<file path="src/rtl/rtr_pkg.sv">
// Shared encodings and helpers for the RX token arbiter and the TX-side scheduler.
package rtr_pkg;

  typedef enum logic [1:0] {
    IDLE    = 2'd0,
    GRANT   = 2'd1,
    RELEASE = 2'd2
  } rtr_state_e;

  localparam int PKT_W = 55;

  function automatic int port_w(input int n);
    return (n > 1) ? $clog2(n) : 1;
  endfunction

endpackage

</file>
<file path="src/rtl/rr_next_port.sv">
// Combinational rotating search: first enabled port strictly after tok (wraps to tok itself).
module rr_next_port
  import rtr_pkg::*;
#(
  parameter int N_PORTS = 4,
  localparam int IW = port_w(N_PORTS)
) (
  input  logic [IW-1:0]      tok,
  input  logic [N_PORTS-1:0] en,
  output logic [IW-1:0]      next,
  output logic               any_en
);

  always_comb begin
    logic [IW-1:0] cand;
    logic          found;
    next   = tok;
    any_en = |en;
    cand   = tok;
    found  = 1'b0;
    for (int i = 0; i < N_PORTS; i++) begin
      cand = (cand == IW'(N_PORTS - 1)) ? '0 : cand + 1'b1;
      if (!found && en[cand]) begin
        found = 1'b1;
        next  = cand;
      end
    end
  end

endmodule

</file>
<file path="src/rtl/rx_token_arbiter.sv">
// Round-robin token poller feeding one registered output slot from N_PORTS receivers.
// Optional RX_ARB_PORT_MASK_EN adds a port_en mask that gates which ports are polled.
module rx_token_arbiter
  import rtr_pkg::*;
#(
  parameter int N_PORTS = 4,
  parameter int DATA_W  = PKT_W,
  parameter int DWELL   = 8,
  localparam int IW     = port_w(N_PORTS)
) (
  input  logic                      Clk_S,
  input  logic                      Rst_n,
  input  logic [N_PORTS-1:0]        rx_valid,
  input  logic [N_PORTS*DATA_W-1:0] rx_data,
  output logic [N_PORTS-1:0]        rx_ready,
  output logic                      out_valid,
  output logic [DATA_W-1:0]         out_data,
  output logic [IW-1:0]             out_port,
  input  logic                      out_ready
`ifdef RX_ARB_PORT_MASK_EN
  ,
  input  logic [N_PORTS-1:0]        port_en
`endif
);

  localparam int DW_W = $clog2(DWELL);

  rtr_state_e                      state;
  logic [IW-1:0]                   tok;
  logic [DW_W-1:0]                 dwell;
  logic [N_PORTS-1:0]              en;
  logic [N_PORTS-1:0][DATA_W-1:0]  port_data;
  logic [IW-1:0]                   tok_nxt;
  logic [IW-1:0]                   gnt_port;
  logic                            any_en;
  logic                            sink_free;

`ifdef RX_ARB_PORT_MASK_EN
  assign en = port_en;
`else
  assign en = '1;
`endif

  assign port_data = rx_data;
  // A disabled token holder hands over to the next enabled port before granting.
  assign gnt_port  = en[tok] ? tok : tok_nxt;
  assign sink_free = !out_valid || out_ready;

  rr_next_port #(.N_PORTS(N_PORTS)) u_next (
    .tok    (tok),
    .en     (en),
    .next   (tok_nxt),
    .any_en (any_en)
  );

  always_ff @(posedge Clk_S or negedge Rst_n) begin
    if (!Rst_n) begin
      state     <= IDLE;
      tok       <= '0;
      dwell     <= '0;
      rx_ready  <= '0;
      out_valid <= 1'b0;
      out_data  <= '0;
      out_port  <= '0;
    end else begin
      if (out_valid && out_ready) out_valid <= 1'b0;
      case (state)
        IDLE: begin
          if (sink_free && any_en) begin
            state              <= GRANT;
            tok                <= gnt_port;
            dwell              <= '0;
            rx_ready           <= '0;
            rx_ready[gnt_port] <= 1'b1;
          end
        end
        GRANT: begin
          if (rx_valid[tok]) begin
            out_valid <= 1'b1;
            out_data  <= port_data[tok];
            out_port  <= tok;
            rx_ready  <= '0;
            state     <= RELEASE;
          end else if (!en[tok] || dwell == DW_W'(DWELL - 1)) begin
            tok      <= tok_nxt;
            rx_ready <= '0;
            state    <= IDLE;
          end else begin
            dwell <= dwell + 1'b1;
          end
        end
        RELEASE: begin
          // Receiver drops valid one cycle after seeing ready fall.
          if (!rx_valid[tok]) begin
            tok   <= tok_nxt;
            state <= IDLE;
          end
        end
        default: state <= IDLE;
      endcase
    end
  end

endmodule

</file>
<file path="config.mk">
export PLATFORM = sky130hd
export DESIGN_NAME = rx_token_arbiter
export DESIGN_NICKNAME = d
export VERILOG_FILES = /design/src/rtl/rtr_pkg.sv /design/src/rtl/rr_next_port.sv /design/src/rtl/rx_token_arbiter.sv
export SDC_FILE = /design/constraint.sdc
export NUM_CORES = 1
export LEC_CHECK = 0
export ABC_AREA = 1
export CAP_MARGIN = 10
export CORE_MARGIN = 2
export CORE_UTILIZATION = 33
export CTS_CLUSTER_DIAMETER = 200
export CTS_CLUSTER_SIZE = 8
export DETAILED_ROUTE_END_ITERATION = 10
export MAX_ROUTING_LAYER = met4
export PLACE_DENSITY = 0.78
export RECOVER_POWER = 100
export SYNTH_ARGS = -nofsm -noshare
export SYNTH_HDL_FRONTEND = slang
export SYNTH_SLANG_ARGS = --single-unit
</file>
<file path="constraint.sdc">
create_clock -name Clk_S -period 1.64 [get_ports Clk_S]
set_clock_uncertainty 0.15 [all_clocks]
set_input_delay 0.41 -clock Clk_S [delete_from_list [all_inputs] [get_ports Clk_S]]
set_output_delay 0.41 -clock Clk_S [all_outputs]
set_load 0.05 [all_outputs]
</file>
==> results.md <==
* Root Buffer Master: clkbuf_16
* Critical Path Start Type: register
* Iteration-0 DRC Markers at 263
* Mean routed wirelength per cell at 15.45 µm
* Row cnt at 41
* Worst EP required at 1.76 ns
* # nets final at 1153
* Area post-placement at 8085 µm²
* Clock buffer depth at 2
* Reg2Reg Depth at 8
* Routed vias at 5400
* WP data arrival at 1.74 ns
* Worst hold path type: reg2reg
* Area Overhead vs Synth at 76.89%
* H-Tree Level Count at 3
* Finished Layout Cells at 1094
* Max-cap check violation count at 0
* Unique masters post-synth at 17
* Full die area at 13960 µm²
* Top cell type's share of synthesized area at 40.16%
* Crit path max fanout at 11
* CTS Sinks at 69
* Hold depth at 2
* Critical path class: reg2reg
* Commonest non-fill, non-tap cell in the layout: clkdlybuf4s50_1
* Period minus WS final at 1.621 ns
* Worst path most repeated cell: nand2_1
* Unrepaired setup endpoints after global routing: yes
* WL met2 at 8139 µm
* Die Height at 118.1 µm
* Final TNS setup at 0 ns
* Max VDD drop at roughly 810 µV
* First-pass GRT wire length at roughly 26000 µm
* WL met1 at 7068 µm
* Routed Antenna Nets at 0
* Dpl cells at roughly 1100
* Fillers at roughly 1200
* Sequential area share after synthesis at 40.16%
* I/O pin count at 289
* CP endpoint kind: register
* Dpl hpwl at about 12000 µm
* Top routing layer in use: met4
* Vias/cell at 4.936
* Post-Synthesis Cell Area at 4299 µm²
* Worst-Margin Slew at 0.6352 ns
* Final Max Tran Viols at 0
* PortBufs at ~290
* Peak Freq at just over 600 MHz
* DRC viols at 0
* Worst-Skew Late Latency at approximately 0.33 ns
* Routability cong. at 0.8475
* Diode count at 0
* Yosys warning total at 0
* Core ar. at 12670 µm²
* Met3 WL post-DR at 1307 µm
* Post-route design area at 7605 µm²
* Fin. Hold Viols at 0
* Max_slew headroom at a little under 60%
* Status: complete, no violations
* Layout cell share with drive strength beyond 1 at a little over an eighth
* Pwr Density at 1966 nW/µm²
* Initial antenna violation count at 0
* Hold Slack at about 0.33 ns
* Post-Route WL at 16900 µm
* Cells after Synth at 637
* Starting Density at 33.93%
* First-pass DRT Iterations at 4
* Total CTS buffers at 9
* Pleak at 0.003497 µW
* Slowest Stage Delay on Critical Path at 0.52 ns
* Final setup viols at 0
* Tcrit/Tclk final at 98.84%
* Syn avg cell area at approximately 6.7 µm²
* Grt total ovfl at 0
* Total track usage at 23.91%
* Post-Synthesis Net Count at 873
* Critical path's slowest cell: dfrtp_4
* Crit-path cells: clkinv_4 -> nand2_1 -> nand3_2 -> nand3_4 -> inv_8 -> clkbuf_16 -> nand2_1 -> nand2_1
* Synth area leader: dfrtp_1
* Layout Utilization at 60.02%
* Clock slew at reported path FFs at around 0.060 ns
* Largest net degree at the start of global routing at 70
* Die width at roughly 120 µm
* #FFs+latches synth at 69
* CTS tree: built
* Number of global-route vias before repair at 5294
* Most frequent cells in the layout: 225 x clkdlybuf4s50_1, 199 x nand2_1, 114 x o21ai_0
* Synth area leaders: dfrtp_1 40%, nand2_1 18%, o21ai_0 14%
cell type report:
class	count	area (µm²)	share of cell area, %
timing repair buffer	318	2944	38.71
multi-input combinational	509	2336	30.72
sequential	69	1732	22.77
clock buffer	10	239.0	3.142
tap	172	215.2	2.830
clock inverter	6	86.33	1.135
inverter	10	52.55	0.6910
where the power goes:
group / internal, µW / leakage [µW] / switching [µW]
Clock: 1370 / 0.000158 / 749
Combinational: 3170 / 0.00247 / 6650
Sequential: 2530 / 0.000864 / 488
Yosys cell counts (all sizes together):
library cell,count
o21ai,122
nand2,201
nand3,8
ha,9
dfrtp,69
or2,1
buf,11
clkbuf,38
inv,10
o22ai,55
a21boi,1
nor2,112
registers in the layout (all words and copies together), names as in the netlist:
signal / flops
rx_ready: 4
tok: 2
out_data: 55
state: 2
dwell: 3
out_port: 2
out_valid: 1
path summary, 6_finish.rpt:
path,startpoint,end,slack (ns)
min in group asynchronous,Rst_n,out_data[47]$_DFFE_PN0P_,0.59
min reg2reg,out_data[43]$_DFFE_PN0P_,out_data[43]$_DFFE_PN0P_,0.33
max,tok[0]$_DFFE_PN0P_,out_data[6]$_DFFE_PN0P_,0.02
max reg2reg,tok[0]$_DFFE_PN0P_,out_data[6]$_DFFE_PN0P_,0.02
min,out_data[43]$_DFFE_PN0P_,out_data[43]$_DFFE_PN0P_,0.33
max in group asynchronous,Rst_n,tok[0]$_DFFE_PN0P_,0.25
through the flow:
stage / setup WS, ns / total power (µW)
floorplan: 0.02995 / 9421
global placement: -0.2388 / 14920
detailed placement: -0.2703 / 15070
CTS: 0.004122 / 17290
global route: -0.08484 / 16030
finish: 0.01909 / 14950
worst max-delay path: cells and delay by family (launching register included):
family                 cells  cell delay, ns
DFF                        1            0.52
and+or+nand+nor            5            0.45
buffers and inverters      3            0.42
routing by layer:
| metal | global-route usage [%] | vias to the layer above |
|---|---|---|
| met1 | 27.26 | 2485 |
| met2 | 40.07 | 215 |
| met3 | 6.998 | 27 |
| met4 | 8.283 | 0 |
| li1 | - | 2673 |
| met5 | - | - |
what timing repair did:
item | in CTS | in global routing
hold buffers | 1 | 0
pin swaps | 0 | 1
hold endpoints to repair | 69 | 0
gates cloned | 0 | 2
gates resized for setup | 5 | 23
buffers inserted | 0 | 3
endpoints found under the setup margin | 64 | 68
cell families after synthesis:
kind of cell | Yosys count | share of synthesized area (%)
and+or+nand+nor | 322 | 28.93
DFF | 69 | 40.16
adders and majority gates | 9 | 2.619
buffers and inverters | 59 | 5.908
AOI/OAI and AO/OA | 178 | 22.38
Power figures use the tool's default switching activity.
